==> src/rtl/mp_alu_seq_if.sv <==
// Bundle between the control unit, the mp_alu_seq sequencer and the 8-bit ALU.
// The sequencer uses the slave modport; the control unit and ALU side use master.
interface mp_alu_seq_if #(
    parameter int NBYTES = 2
);
    localparam int W = 8 * NBYTES;

    logic         Start;
    logic [1:0]   Cmd;
    logic [W-1:0] OpA;
    logic [W-1:0] OpB;
    logic         Busy;
    logic         Done;
    logic [W-1:0] Result;
    logic         CarryOut;
    logic         Less;
    logic         Equal;
    logic [3:0]   Aluop;
    logic [7:0]   DatA;
    logic [7:0]   DatB;
    logic         CarryIn;
    logic         Z;
    logic         L;
    logic         F;
    logic [7:0]   Rslt;
    logic         SCo;
    logic         Zero;
    logic         LessThan;

    modport slave (
        input  Start, Cmd, OpA, OpB, Rslt, SCo, Zero, LessThan,
        output Busy, Done, Result, CarryOut, Less, Equal,
        output Aluop, DatA, DatB, CarryIn, Z, L, F
    );

    modport master (
        output Start, Cmd, OpA, OpB, Rslt, SCo, Zero, LessThan,
        input  Busy, Done, Result, CarryOut, Less, Equal,
        input  Aluop, DatA, DatB, CarryIn, Z, L, F
    );
endinterface

==> src/rtl/mp_alu_seq.sv <==
// Multi-byte ADD / LSL1 / compare sequencer driving an 8-bit ALU one byte per cycle.
// Optional macro MP_SIGNED_CMP_EN turns Cmd=3 into a signed compare (SCMP).
module mp_alu_seq #(
    parameter int NBYTES = 2
) (
    input  logic         Clk,
    input  logic         Reset,
    mp_alu_seq_if.slave  bus
);
    localparam int W  = 8 * NBYTES;
    localparam int IW = (NBYTES > 1) ? $clog2(NBYTES) : 1;
    localparam logic [IW-1:0] LAST = IW'(NBYTES - 1);

    localparam logic [1:0] CMD_LSL1 = 2'd1;
    localparam logic [1:0] CMD_SCMP = 2'd3;

    localparam logic [3:0] OP_NOP  = 4'd0;
    localparam logic [3:0] OP_ADD  = 4'd1;
    localparam logic [3:0] OP_LSL  = 4'd4;
    localparam logic [3:0] OP_UCMP = 4'd7;
    localparam logic [3:0] OP_SCMP = 4'd8;
    localparam logic [3:0] OP_ADC  = 4'd11;

    typedef enum logic [1:0] {S_IDLE, S_RUN, S_DONE} state_t;

    state_t       r_state;
    state_t       w_next;
    logic [1:0]   r_cmd;
    logic [W-1:0] r_a;
    logic [W-1:0] r_b;
    logic [IW-1:0] r_idx;
    logic         r_carry;
    logic [W-1:0] r_result;
    logic         r_carry_out;
    logic         r_less;
    logic         r_equal;

    logic         w_is_cmp;
    logic         w_last;
    logic         w_accept;
    logic [7:0]   w_a_byte;
    logic [7:0]   w_b_byte;

    // Cmd codes 2 and 3 are both compares; bit 1 alone tells them apart from ADD/LSL1.
    assign w_is_cmp = r_cmd[1];
    assign w_last   = (r_idx == LAST);
    assign w_accept = (r_state == S_IDLE) && bus.Start;

    always_comb begin
        w_a_byte = 8'd0;
        w_b_byte = 8'd0;
        for (int i = 0; i < NBYTES; i++) begin
            if (int'(r_idx) == i) begin
                w_a_byte = r_a[8*i +: 8];
                w_b_byte = r_b[8*i +: 8];
            end
        end
    end

    always_ff @(posedge Clk) begin
        if (Reset) r_state <= S_IDLE;
        else       r_state <= w_next;
    end

    always_comb begin
        w_next      = r_state;
        bus.Busy    = 1'b0;
        bus.Done    = 1'b0;
        bus.Aluop   = OP_NOP;
        bus.DatA    = 8'd0;
        bus.DatB    = 8'd0;
        bus.CarryIn = 1'b0;
        case (r_state)
            S_IDLE: begin
                if (bus.Start) w_next = S_RUN;
            end
            S_RUN: begin
                bus.Busy = 1'b1;
                bus.DatA = w_a_byte;
                bus.DatB = w_b_byte;
                if (w_is_cmp) begin
                    bus.Aluop = OP_UCMP;
`ifdef MP_SIGNED_CMP_EN
                    if (r_cmd == CMD_SCMP && w_last) bus.Aluop = OP_SCMP;
`endif
                    // Compare walks MSB first and stops at the first differing byte.
                    if (!bus.Zero || r_idx == '0) w_next = S_DONE;
                end else begin
                    if (r_cmd == CMD_LSL1) begin
                        bus.Aluop   = OP_LSL;
                        bus.DatB    = 8'd1;
                        bus.CarryIn = r_carry;
                    end else if (r_idx == '0) begin
                        bus.Aluop   = OP_ADD;
                    end else begin
                        bus.Aluop   = OP_ADC;
                        bus.CarryIn = r_carry;
                    end
                    if (w_last) w_next = S_DONE;
                end
            end
            S_DONE: begin
                bus.Done = 1'b1;
                w_next   = S_IDLE;
            end
            default: w_next = S_IDLE;
        endcase
    end

    always_ff @(posedge Clk) begin
        if (w_accept) begin
            r_cmd <= bus.Cmd;
            r_a   <= bus.OpA;
            r_b   <= bus.OpB;
        end
    end

    always_ff @(posedge Clk) begin
        if (Reset) begin
            r_idx       <= '0;
            r_carry     <= 1'b0;
            r_result    <= '0;
            r_carry_out <= 1'b0;
            r_less      <= 1'b0;
            r_equal     <= 1'b0;
        end else if (w_accept) begin
            r_carry <= 1'b0;
            r_idx   <= bus.Cmd[1] ? LAST : '0;
        end else if (r_state == S_RUN) begin
            if (!w_is_cmp) begin
                for (int i = 0; i < NBYTES; i++) begin
                    if (int'(r_idx) == i) r_result[8*i +: 8] <= bus.Rslt;
                end
                r_carry <= bus.SCo;
                r_idx   <= r_idx + 1'b1;
                if (w_last) r_carry_out <= bus.SCo;
            end else if (!bus.Zero) begin
                r_less      <= bus.LessThan;
                r_equal     <= 1'b0;
                r_carry_out <= 1'b0;
            end else if (r_idx == '0) begin
                r_less      <= 1'b0;
                r_equal     <= 1'b1;
                r_carry_out <= 1'b0;
            end else begin
                r_idx <= r_idx - 1'b1;
            end
        end
    end

    assign bus.Result   = r_result;
    assign bus.CarryOut = r_carry_out;
    assign bus.Less     = r_less;
    assign bus.Equal    = r_equal;
    assign bus.Z        = 1'b0;
    assign bus.L        = 1'b0;
    assign bus.F        = 1'b0;
endmodule

==> src/flat_wrapper.sv <==
// flat-port wrapper written by rule: the top's interface ports become plain ports
module mp_alu_seq_flat 
#(
    parameter int NBYTES = 2
)
  (Clk, Reset, bus_Start, bus_Cmd, bus_OpA, bus_OpB, bus_Rslt, bus_SCo, bus_Zero, bus_LessThan, bus_Busy, bus_Done, bus_Result, bus_CarryOut, bus_Less, bus_Equal, bus_Aluop, bus_DatA, bus_DatB, bus_CarryIn, bus_Z, bus_L, bus_F);
  mp_alu_seq_if #(.NBYTES(NBYTES)) bus_i ();
  input  logic Clk;
  input  logic Reset;
  input wire logic [$bits(bus_i.Start)-1:0] bus_Start;
  input wire logic [$bits(bus_i.Cmd)-1:0] bus_Cmd;
  input wire logic [$bits(bus_i.OpA)-1:0] bus_OpA;
  input wire logic [$bits(bus_i.OpB)-1:0] bus_OpB;
  input wire logic [$bits(bus_i.Rslt)-1:0] bus_Rslt;
  input wire logic [$bits(bus_i.SCo)-1:0] bus_SCo;
  input wire logic [$bits(bus_i.Zero)-1:0] bus_Zero;
  input wire logic [$bits(bus_i.LessThan)-1:0] bus_LessThan;
  output wire logic [$bits(bus_i.Busy)-1:0] bus_Busy;
  output wire logic [$bits(bus_i.Done)-1:0] bus_Done;
  output wire logic [$bits(bus_i.Result)-1:0] bus_Result;
  output wire logic [$bits(bus_i.CarryOut)-1:0] bus_CarryOut;
  output wire logic [$bits(bus_i.Less)-1:0] bus_Less;
  output wire logic [$bits(bus_i.Equal)-1:0] bus_Equal;
  output wire logic [$bits(bus_i.Aluop)-1:0] bus_Aluop;
  output wire logic [$bits(bus_i.DatA)-1:0] bus_DatA;
  output wire logic [$bits(bus_i.DatB)-1:0] bus_DatB;
  output wire logic [$bits(bus_i.CarryIn)-1:0] bus_CarryIn;
  output wire logic [$bits(bus_i.Z)-1:0] bus_Z;
  output wire logic [$bits(bus_i.L)-1:0] bus_L;
  output wire logic [$bits(bus_i.F)-1:0] bus_F;
  assign bus_i.Start = bus_Start;
  assign bus_i.Cmd = bus_Cmd;
  assign bus_i.OpA = bus_OpA;
  assign bus_i.OpB = bus_OpB;
  assign bus_i.Rslt = bus_Rslt;
  assign bus_i.SCo = bus_SCo;
  assign bus_i.Zero = bus_Zero;
  assign bus_i.LessThan = bus_LessThan;
  assign bus_Busy = bus_i.Busy;
  assign bus_Done = bus_i.Done;
  assign bus_Result = bus_i.Result;
  assign bus_CarryOut = bus_i.CarryOut;
  assign bus_Less = bus_i.Less;
  assign bus_Equal = bus_i.Equal;
  assign bus_Aluop = bus_i.Aluop;
  assign bus_DatA = bus_i.DatA;
  assign bus_DatB = bus_i.DatB;
  assign bus_CarryIn = bus_i.CarryIn;
  assign bus_Z = bus_i.Z;
  assign bus_L = bus_i.L;
  assign bus_F = bus_i.F;
  mp_alu_seq #(.NBYTES(NBYTES)) u_core (.Clk(Clk), .Reset(Reset), .bus(bus_i));
endmodule
==> config.mk <==
export PLATFORM = sky130hd
export DESIGN_NAME = mp_alu_seq_flat
export DESIGN_NICKNAME = d
export VERILOG_FILES = /design/src/rtl/mp_alu_seq_if.sv /design/src/rtl/mp_alu_seq.sv /design/src/flat_wrapper.sv
export SDC_FILE = /design/constraint.sdc
export NUM_CORES = 1
export LEC_CHECK = 0
export BUFFER_PORTS_ARGS = -buffer_cell sky130_fd_sc_hd__buf_2
export CORE_MARGIN = 2
export CORE_UTILIZATION = 36
export CTS_CLUSTER_SIZE = 14
export DETAILED_ROUTE_END_ITERATION = 12
export PLACE_DENSITY = 0.59
export SLEW_MARGIN = 20
export SYNTH_ARGS = -nofsm -noshare
export SYNTH_HDL_FRONTEND = slang
export SYNTH_SLANG_ARGS = --single-unit
==> constraint.sdc <==
create_clock -name Clk -period 4.1 [get_ports Clk]
set_input_delay 0.41 -clock Clk [delete_from_list [all_inputs] [get_ports Clk]]
set_output_delay 0.41 -clock Clk [all_outputs]
set_load 0.01 [all_outputs]
# Word-level counts from Yosys, hierarchy flattened
# Index checks and enable logic that the tools add are counted.
# op_classes
n_bitwise	3
eq_ne	9
addsub	2
reduce_logical	14
muxes	34
# ops
operator	count
8-bit 2-to-1 mux	6
1-bit 2-to-1 mux	19
4-bit 2-to-1 mux	4
4-bit AND reduction	4
3-bit != test (second input constant)	3
2-bit 2-to-1 mux	4
2-bit by 1-bit equality test with 1-bit output (second input constant)	2
2-bit != test (second input constant)	2
2-bit one-hot mux with 2 select lines	1
2-bit AND reduction	2
2-bit nonzero test	2
3-bit by 1-bit != test with 1-bit output (second input constant)	1
1-bit NOT	3
3-bit AND reduction	1
2-bit equality test (second input constant)	1
2-bit logical NOT	1
2-bit OR reduction	1
1-bit adder (second input constant)	1
1-bit logical AND	1
1-bit logical NOT	1
1-bit logical OR	1
1-bit subtractor (second input constant)	1
# totals
register_bits	57
input_bits	48

# Logic depth before layout (Yosys ltp)
# Gate-level depths: netlist of run 1.
# depth
depth_word	6
depth_mapped	6
depth_no_buf	4

# Least setup slack after synthesis of run 1
# OpenSTA, ideal clock, no wires.
# synth_timing
path_type	flip-flop to flip-flop
start	reg u_core.r_state[0]
end	reg u_core.r_idx
setup_slack_ns	0.528
period_less_slack_ns	3.572
stages_incl_launch_ff	5
required_time_ns	4.025
t_arrival_ns	3.498
setup_time_ns	0.075
cell_sequence	dfxtp_1 > buf_2 > nor3b_1 > a21oi_1 > a21oi_1
# synth_between
elab_chain_cells	4
elab_cells_between_ends	7
classes_between	2 x eq/ne; 1 x mux; 4 x reduce/logical
# synth_lines
item	line_no	rtl
start: declaration	mp_alu_seq.sv:26	state_t r_state;
start signal: assignment	mp_alu_seq.sv:62	else r_state <= w_next;
2-bit logical NOT (*)	mp_alu_seq.sv:47	assign w_accept = (r_state == S_IDLE) && bus.Start;
1-bit logical AND (*)	mp_alu_seq.sv:47	
named net u_core.w_accept	mp_alu_seq.sv:40	logic w_accept;
3-bit != test (no source line) / 2-bit nonzero test (equally long branches)	--	
2-bit AND reduction (no source line)	--	
end signal: assignment	mp_alu_seq.sv:128	r_idx <= bus.Cmd[1] ? LAST : '0;
end signal: assignment	mp_alu_seq.sv:135	r_idx <= r_idx + 1'b1;
end signal: assignment	mp_alu_seq.sv:146	r_idx <= r_idx - 1'b1;
end: declaration	mp_alu_seq.sv:31	logic [IW-1:0] r_idx;
# Mark *: on every way through the listed nets, which the timed path passes. The rest lies on a longest branch.
# A chain may end at the register's enable or synchronous reset.

# Final worst setup path of run 1
# layout_timing
start	reg u_core.r_state[1]
end	out bus_Aluop[1]
# layout_between
elab_chain_cells	2
# layout_lines
item	line_no	rtl
2-bit by 1-bit equality test with 1-bit output	mp_alu_seq.sv:73	case (r_state)
4-bit 2-to-1 mux	mp_alu_seq.sv:73	
end: declaration	flat_wrapper.sv:24	output wire logic [$bits(bus_i.Aluop)-1:0] bus_Aluop;
# Every way passes these cells.

==> out/qor.txt, run 1 <==
Comb power frac = 0.103
Root Buffer = clkbuf_8
FILL cells = 568
CTS tree = built
sequential share of power = 0.489
H-tree levels = 3
Cells after Synth = 185
Worst-Margin Slew = 0.725 ns
Setup CP Type = reg2out
gr usage total = 0.141
Worst Clk Skew = 0.00691 ns
setup violators final = 0
core region area = 5990 sq um
post-synthesis sequential area ratio = 0.656
total wire length = 4720 um
Reg2Reg Depth = 3
layout cells sized above 1 = 0.393
Pwr Density = 462 nW/um^2
Placed Cells = 339
P_sw = 321 uW
Clock power frac = 0.408
Nets = 323
vias per cell = 4.65
reg2reg setup slack = 2.27 ns
CP Launch Type = flip-flop
fin. max-slew vios = 0
worst skew pair latency = 0.33 ns
Hold Path Sink = u_core.r_a[8]
fin cells = 355
max-slew headroom at the worst pin = 0.516
row count = 28
clk sinks = 57
Tmin final = 2.51 ns
hold path start = bus_OpA[8]
switch share = 0.235
post-synthesis cell area = 2260 sq um
Area contributors post-synth = edfxtp_1, dfxtp_1, mux2i_1
GP Congestion = 0.759
drt drc = 0
unrepaired setup endpoints after global routing = false
vias = 1,650
area growth from synthesis to layout = 30.7%
Critical Path AT = 2.10 ns
die height = 83.2 um
post-detailed-route count of antenna-violating nets = 0
per-cell routed wire length = 13.3 um
Yosys top cell area share = 0.452
yosys warns = 0
hold_ws = 0.255 ns
diodes inserted = 0
fin crit share = 0.613
Syn Area/Cell = 12.2 sq um
Initial Utilization = 0.377
number of synthesized register bits = 57
Worst R2R Start = u_core.r_idx
die width = 83.2 um
drt pass-1 iters = 4
ys async rst share = 0
multi-input combinational cell area = 694 sq um
Num CTS Buffers = 9
Most used DFF post-synth = edfxtp_1
I/O pins = 93
capture point of the worst reg-to-reg path = u_core.bus.Result[8]
status = finished, final reports clean
Max clock buf depth = 2
hold depth = 1
initial antenna violation count = 0
Commonest cells post-synth = edfxtp_1, nor2_1, mux2i_1
largest net degree at the start of global routing = 37
most common cell in the netlist = edfxtp_1
Detailed Place HPWL = 3280 um
first-pass GRT wire length = 7650 um
Post-CTS Resized = 0
Crit. End Element = output port
Die ar. = 6930 sq um
Fin Setup TNS = 0 ns
worst IR drop on VDD = 0.235 mV
Internal Power = 1040 uW
number of global-route vias before repair = 1,588
number of I/O port buffers = 89
DRT iter0 DRCs = 86
LEAKAGE = 0.00125 uW
Hold Vio Cnt, Final = 0
Max Fclk = 0.398 GHz
Yosys top cell by area = edfxtp_1
Storage cell area = 1480 sq um
WP data required = 3.69 ns
Hold Path Class = in2reg
post-CTS setup buffers = 0
Clock transition at path regs = 0.07 ns
total grt overflow = 0
Post-CTS Hold Buffers = 0
Synth cell types = 33
EDFF count, synth = 34
CP max FO = 16
max_cap viols = 0
==> per-stage QoR <==
step	setup slack (ns)	util	cell area, sq um	power [uW]
finish	1.59	0.493	2950	1360
global route	1.38	0.493	2950	1430
CTS	1.55	0.493	2950	1380
detailed placement	1.91	0.458	2750	823
global placement	1.99	0.458	2750	821
floorplan	0.528	-	2270	765
==> layout by cell type (no fill, tap or decap), drive strengths merged, types with 2 or more instances in the layout <==
cell and n:
nand2b 2, a211oi 2, nor2 28, nor4 2
dfxtp 23, nand2 19, clkinv 4, inv 4
edfxtp 34, clkbuf 9, nor3 2, buf 91
bufinv 2, conb 3, o21ai 3, a21oi 13
mux2i 24
==> state kept, by name, summed over array words and instances, names as in the netlist <==
signal / flops
u_core.bus.CarryOut: 1
u_core.bus.Equal: 1
u_core.bus.Less: 1
u_core.bus.Result: 16
u_core.r_a: 16
u_core.r_b: 16
u_core.r_carry: 1
u_core.r_cmd: 2
u_core.r_idx: 1
u_core.r_state: 2
==> kinds of logic (layout without fill, tap and decap cells) <==
family                 count (synthesis)  after routing  share of synthesized area
and+or+nand+nor                       63             63                      0.138
DFF                                   57             57                      0.656
muxes                                 24             24                      0.106
AOI/OAI and AO/OA                     22             22                     0.0554
buffers and inverters                 18            111                     0.0426
other                                  1              3                    0.00166
==> critical path, stage by stage, from the launching register on <==
cell and delay (ns):
dfxtp_1 0.49, nand2b_1 0.57, inv_2 0.15, nand2_1 0.32, nor2_1 0.11, buf_2 0.15
==> worst max-delay path by stage <==
stage | start | end | depth (start not counted)
floorplan | u_core.r_state[0] | u_core.r_idx | 4
CTS | u_core.r_state[1] | bus_Aluop[1] | 5
global placement | u_core.r_state[1] | bus_Aluop[1] | 5
finish | u_core.r_state[1] | bus_Aluop[1] | 5
detailed placement | u_core.r_state[1] | bus_Aluop[1] | 5
global route | u_core.r_state[1] | bus_Aluop[1] | 5
==> power groups by stage <==
stage / combinational [uW] / sequential (uW) / clock, uW
finish: 141 / 667 / 556
global route: 158 / 671 / 596
CTS: 144 / 667 / 570
detailed placement: 143 / 680 / 0
global placement: 143 / 678 / 0
floorplan: 92.1 / 673 / 0
==> routing by layer <==
metal	global-route usage	part of all wire
met1	0.183	0.46
met2	0.205	0.46
met3	0.0507	0.061
met4	0.0805	0.023
met5	0	0
==> final cells by class <==
class                      count  area share
inverter                       4     0.00508
clock buffer                   9      0.0419
sequential                    57       0.501
timing repair buffer          91       0.156
tap                           75      0.0318
multi-input combinational    112       0.235
clock inverter                 7      0.0288
Note: power is estimated with default switching activity, not from simulation.
==> inputs of run 2 (changes only) <==
--- a/config.mk
+++ b/config.mk
@@ -5,12 +5,13 @@
 export SDC_FILE = /design/constraint.sdc
 export NUM_CORES = 1
 export LEC_CHECK = 0
+export ABC_AREA = 1
 export BUFFER_PORTS_ARGS = -buffer_cell sky130_fd_sc_hd__buf_2
 export CORE_MARGIN = 2
 export CORE_UTILIZATION = 36
 export CTS_CLUSTER_SIZE = 14
 export DETAILED_ROUTE_END_ITERATION = 12
-export PLACE_DENSITY = 0.59
+export PLACE_DENSITY = 0.61
 export SLEW_MARGIN = 20
 export SYNTH_ARGS = -nofsm -noshare
 export SYNTH_HDL_FRONTEND = slang
==> constraint.sdc (replaced) <==
create_clock -name Clk -period 2.05 [get_ports Clk]
set_input_delay 0.205 -clock Clk [delete_from_list [all_inputs] [get_ports Clk]]
set_output_delay 0.205 -clock Clk [all_outputs]
set_load 0.01 [all_outputs]
==> run 2 against run 1 <==
Count of clock-buffer cells in the layout is 1 higher. Non-clock buffer count is 1 higher. Via count is 14% higher. Die area is 1.6% higher. Setup slack worse by 1.4 ns. Combinational power is 150% higher. Critical path depth is 2 higher. Largest cell class unchanged. Largest power group unchanged.
==> out/qor.txt, run 2 <==
initial antenna violation count = 0
Die ar. = 7040 sq um
Synth cell types = 22
Syn Area/Cell = 9.99 sq um
clk sinks = 57
CP max FO = 8
I/O pins = 93
Max clock buf depth = 2
Num CTS Buffers = 9
number of global-route vias before repair = 1,798
post-synthesis sequential area ratio = 0.645
Tmin final = 1.82 ns
Post-CTS Hold Buffers = 0
Nets = 375
status = finished, final reports clean
Cells after Synth = 230
layout cells sized above 1 = 0.389
fin crit share = 0.888
EDFF count, synth = 34
vias = 1,873
Crit. End Element = output port
drt drc = 0
Clock transition at path regs = 0.07 ns
per-cell routed wire length = 13.2 um
post-synthesis cell area = 2300 sq um
vias per cell = 4.58
total wire length = 5400 um
LEAKAGE = 0.00139 uW
first-pass GRT wire length = 8630 um
worst skew pair latency = 0.34 ns
H-tree levels = 3
drt pass-1 iters = 4
Util after Layout = 0.478
Worst R2R Start = u_core.r_state[1]
Commonest cells post-synth = nor2_1, nand2_1, edfxtp_1
GP Congestion = 0.818
post-CTS setup buffers = 0
DRT iter0 DRCs = 92
Pwr Density = 889 nW/um^2
max_cap viols = 0
setup violators final = 0
ys async rst share = 0
Max Fclk = 0.549 GHz
row count = 29
Tot Pwr = 2670 uW
CTS tree = built
Setup CP Type = reg2out
number of synthesized register bits = 57
worst IR drop on VDD = 0.391 mV
most common cell after layout, fill and taps aside = buf_2
most common cell in the netlist = nor2_1
Post-CTS Resized = 0
diodes inserted = 0
Root Buffer = clkbuf_8
number of I/O port buffers = 89
WP data required = 1.85 ns
Yosys top cell area share = 0.444
die height = 83.9 um
Worst Clk Skew = 0.00802 ns
die width = 83.9 um
core region area = 6280 sq um
unrepaired setup endpoints after global routing = false
total grt overflow = 0
post-detailed-route count of antenna-violating nets = 0
Hold Vio Cnt, Final = 0
largest net degree at the start of global routing = 20
Critical Path AT = 1.62 ns
gr usage total = 0.160
Hold Path Class = in2reg
Initial Utilization = 0.366
Critical path origin = u_core.r_cmd[1]
area growth from synthesis to layout = 30.6%
commonest cells after routing, fill and taps aside = buf_2, nor2_1, nand2_1, edfxtp_1, dfxtp_1
yosys warns = 0
hold path start = bus_OpA[7]
Area contributors post-synth = edfxtp_1, dfxtp_1, nor2_1
Detailed Place HPWL = 3840 um
Yosys top cell by area = edfxtp_1
Most used DFF post-synth = edfxtp_1
CP Launch Type = flip-flop
Fin Setup TNS = 0 ns
fin. max-slew vios = 0
run 2: cell types whose count changed after synthesis, sizes merged, moves of 8 or more:
| cell | delta |
|---|---|
| mux2i | -24 |
| nor2 | +30 |
| nand2 | +23 |
| o21ai | +16 |
| inv | +10 |
| nand3 | +8 |
run 2: logic make-up (layout without fill, tap and decap cells):
group | count (synthesis) | in the layout | share of synthesized area
AND/OR/NAND/NOR | 114 | 114 | 0.225
flip-flops | 57 | 57 | 0.645
AO/OA/AOI/OAI | 35 | 35 | 0.0795
buffers and inverters | 23 | 123 | 0.0490
other | 1 | 3 | 0.00163
run 2: cell type report:
cell class | instances | area (sq um)
flip-flops and latches | 57 | 1480
well taps | 77 | 96.3
clock inverters | 6 | 58.8
multi-input cells | 152 | 712
repair buffers | 92 | 468
fillers | 642 | 3280
inverters | 15 | 57.6
clock buffers | 10 | 128
run 2: stage by stage:
stage          instances  cell area, sq um  hold slack, ns  setup slack [ns]
3_5_place_dp         393              2820           0.383             0.607
2_1_floorplan        232              2310           0.274             0.329
6_report             409              3000          0.0353             0.229
4_1_cts              409              3000          0.0226             0.229
5_1_grt              409              3000          0.0193             0.101
3_3_place_gp         393              2820           0.382             0.631
run 2: per-layer routing:
layer	up-vias	global-route usage	part of all wire
met2	62	0.241	0.47
met1	848	0.197	0.44
li1	953	-	-
met3	10	0.0485	0.071
met4	0	0.104	0.023
met5	-	0	0
run 2: worst max-delay path: stages, from the launching register on:
cell	delay, ns
edfxtp_1	0.48
inv_2	0.18
nand2_2	0.10
inv_2	0.09
nor2_4	0.04
inv_2	0.19
nor2_1	0.07
buf_2	0.14
run 2: path summary, 6_finish.rpt:
path / end / slack (ns) / cells past startpoint
worst max-delay path: bus_Aluop[1] / 0.23 / 7
worst min-delay path: u_core.r_a[7] / 0.04 / 1
worst max register to register: u_core.r_b[11] / 0.63 / 4
worst min register to register: u_core.bus.Less / 0.46 / 2
run 2: power by group:
group / leakage, uW / total, uW / switching, uW / internal, uW
clock network: 0.0000897 / 996 / 444 / 552
logic: 0.000785 / 348 / 222 / 125
registers: 0.000512 / 1330 / 30.2 / 1300
total: 0.00139 / 2670 / 696 / 1970
==> inputs of run 3 (changes only) <==
--- a/config.mk
+++ b/config.mk
@@ -7,11 +7,13 @@
 export LEC_CHECK = 0
 export ABC_AREA = 1
 export BUFFER_PORTS_ARGS = -buffer_cell sky130_fd_sc_hd__buf_2
+export CELL_PAD_IN_SITES_DETAIL_PLACEMENT = 2
+export CELL_PAD_IN_SITES_GLOBAL_PLACEMENT = 2
 export CORE_MARGIN = 2
-export CORE_UTILIZATION = 36
+export CORE_UTILIZATION = 25
 export CTS_CLUSTER_SIZE = 14
 export DETAILED_ROUTE_END_ITERATION = 12
-export PLACE_DENSITY = 0.61
+export PLACE_DENSITY = 0.71
 export SLEW_MARGIN = 20
 export SYNTH_ARGS = -nofsm -noshare
 export SYNTH_HDL_FRONTEND = slang
==> run 3 against run 2 <==
Design area is 2.5% higher. Die area increased by 42%. Count of clock-buffer cells in the layout unchanged. Worst hold slack gained 0.0044 ns. Critical path type unchanged. Critical endpoint unchanged. Maximum frequency shrank 2.1%. First-iteration DRC count fell by 48%. Register-to-register slack about the same.
==> out/qor.txt, run 3 (synthesized netlist as in run 2, its figures left out) <==
unrepaired setup endpoints after global routing = false
capture point of the worst reg-to-reg path = u_core.r_a[12]
diodes inserted = 0
setup violators final = 0
Reg2Reg Depth = 4
H-tree levels = 3
reg2reg setup slack = 0.63 ns
Most Crowded Layer GR = met2
per-cell routed wire length = 14.7 um
CP max FO = 8
vias = 1,917
fin. max-slew vios = 0
Num CTS Buffers = 9
Hold Vio Cnt, Final = 0
Tmin final = 1.86 ns
met1 Use GR = 0.159
setup slack after layout = 0.190 ns
drt drc = 0
CP endpoint = bus_Aluop[1]
Fin Setup TNS = 0 ns
post-CTS setup buffers = 0
CP Launch Type = flip-flop
Worst R2R Start = u_core.r_state[1]
Max clock buf depth = 2
I/O pins = 93
CTS tree = built
commonest cells after routing, fill and taps aside = buf_2, nor2_1, nand2_1, edfxtp_1, dfxtp_1
most common cell after layout, fill and taps aside = buf_2
vias per cell = 4.36
fin crit share = 0.907
Post-CTS Hold Buffers = 0
Post-CTS Resized = 0
Nets = 375
core region area = 8810 sq um
clk sinks = 57
total grt overflow = 0
die width = 99.9 um
WP data required = 1.85 ns
number of global-route vias before repair = 2,036
row count = 34
grt met3 use = 0.0376
DRT iter0 DRCs = 48
status = finished, final reports clean
Hold Path Class = in2reg
Max Fclk = 0.538 GHz
total wire length = 6490 um
Root Buffer = clkbuf_8
area growth from synthesis to layout = 33.9%
gr usage total = 0.139
Die ar. = 9980 sq um
Worst Clk Skew = 0.00748 ns
number of I/O port buffers = 89
worst IR drop on VDD = 0.320 mV
Clock transition at path regs = 0.07 ns
first-pass GRT wire length = 10,400 um
die height = 99.9 um
Critical Path AT = 1.65 ns
GR Layer Usage met2 = 0.243
Detailed Place HPWL = 4960 um
LEAKAGE = 0.00141 uW
drt pass-1 iters = 4
Crit. End Element = output port
initial antenna violation count = 0
setup slack at placement = 0.522 ns
post-detailed-route count of antenna-violating nets = 0
worst skew pair latency = 0.34 ns
hold depth = 1
layout cells sized above 1 = 0.389
Critical path origin = u_core.r_cmd[1]
max_cap viols = 0
GP Congestion = 0.721
largest net degree at the start of global routing = 35
Pwr Density = 914 nW/um^2
Util after Layout = 0.349
Setup CP Type = reg2out
Initial Utilization = 0.261
-- run 3: metal layers --
layer / share of wire / up-vias
met5: 0 / -
met3: 0.042 / 11
met1: 0.41 / 912
li1: - / 951
met4: 0.019 / 0
met2: 0.53 / 43
-- run 3: report_power, final --
| group | switching [uW] | total [uW] | internal (uW) |
|---|---|---|---|
| clock network | 448 | 1130 | 678 |
| registers | 34.0 | 1330 | 1300 |
| logic | 227 | 358 | 130 |
-- run 3: cell type report --
| type | count | area (sq um) |
|---|---|---|
| clock inverters | 6 | 82.6 |
| fillers | 999 | 5730 |
| multi-input cells | 152 | 712 |
| flip-flops and latches | 57 | 1480 |
| repair buffers | 92 | 480 |
| clock buffers | 10 | 128 |
| well taps | 108 | 135 |
| inverters | 15 | 57.6 |
-- run 3: how the worst min path moves through the flow --
stage | slack, ns | start | endpoint
final | 0.04 | bus_OpA[7] | u_core.r_a[7]
after global routing | 0.02 | bus_OpB[7] | u_core.r_b[7]
after CTS | 0.02 | bus_OpB[7] | u_core.r_b[7]
after detailed placement | 0.38 | bus_OpB[7] | u_core.r_b[7]
after global placement | 0.38 | bus_OpB[7] | u_core.r_b[7]
after floorplan | 0.27 | Reset | u_core.bus.Equal
-- run 3: through the flow --
stage / total power (uW) / instances / hold slack, ns / cell area (sq um)
global placement: 1710 / 424 / 0.381 / 2870
floorplan: 1560 / 232 / 0.274 / 2310
detailed placement: 1720 / 424 / 0.384 / 2870
CTS: 2880 / 440 / 0.0171 / 3080
finish: 2810 / 440 / 0.0396 / 3080
global route: 2950 / 440 / 0.0154 / 3080
-- run 3: worst max-delay path, stage by stage, from the launching register on --
cell and delay (ns):
edfxtp_1 0.49, inv_2 0.18, nand2_2 0.11, inv_2 0.10, nor2_4 0.04, inv_2 0.19
nor2_1 0.08, buf_2 0.14
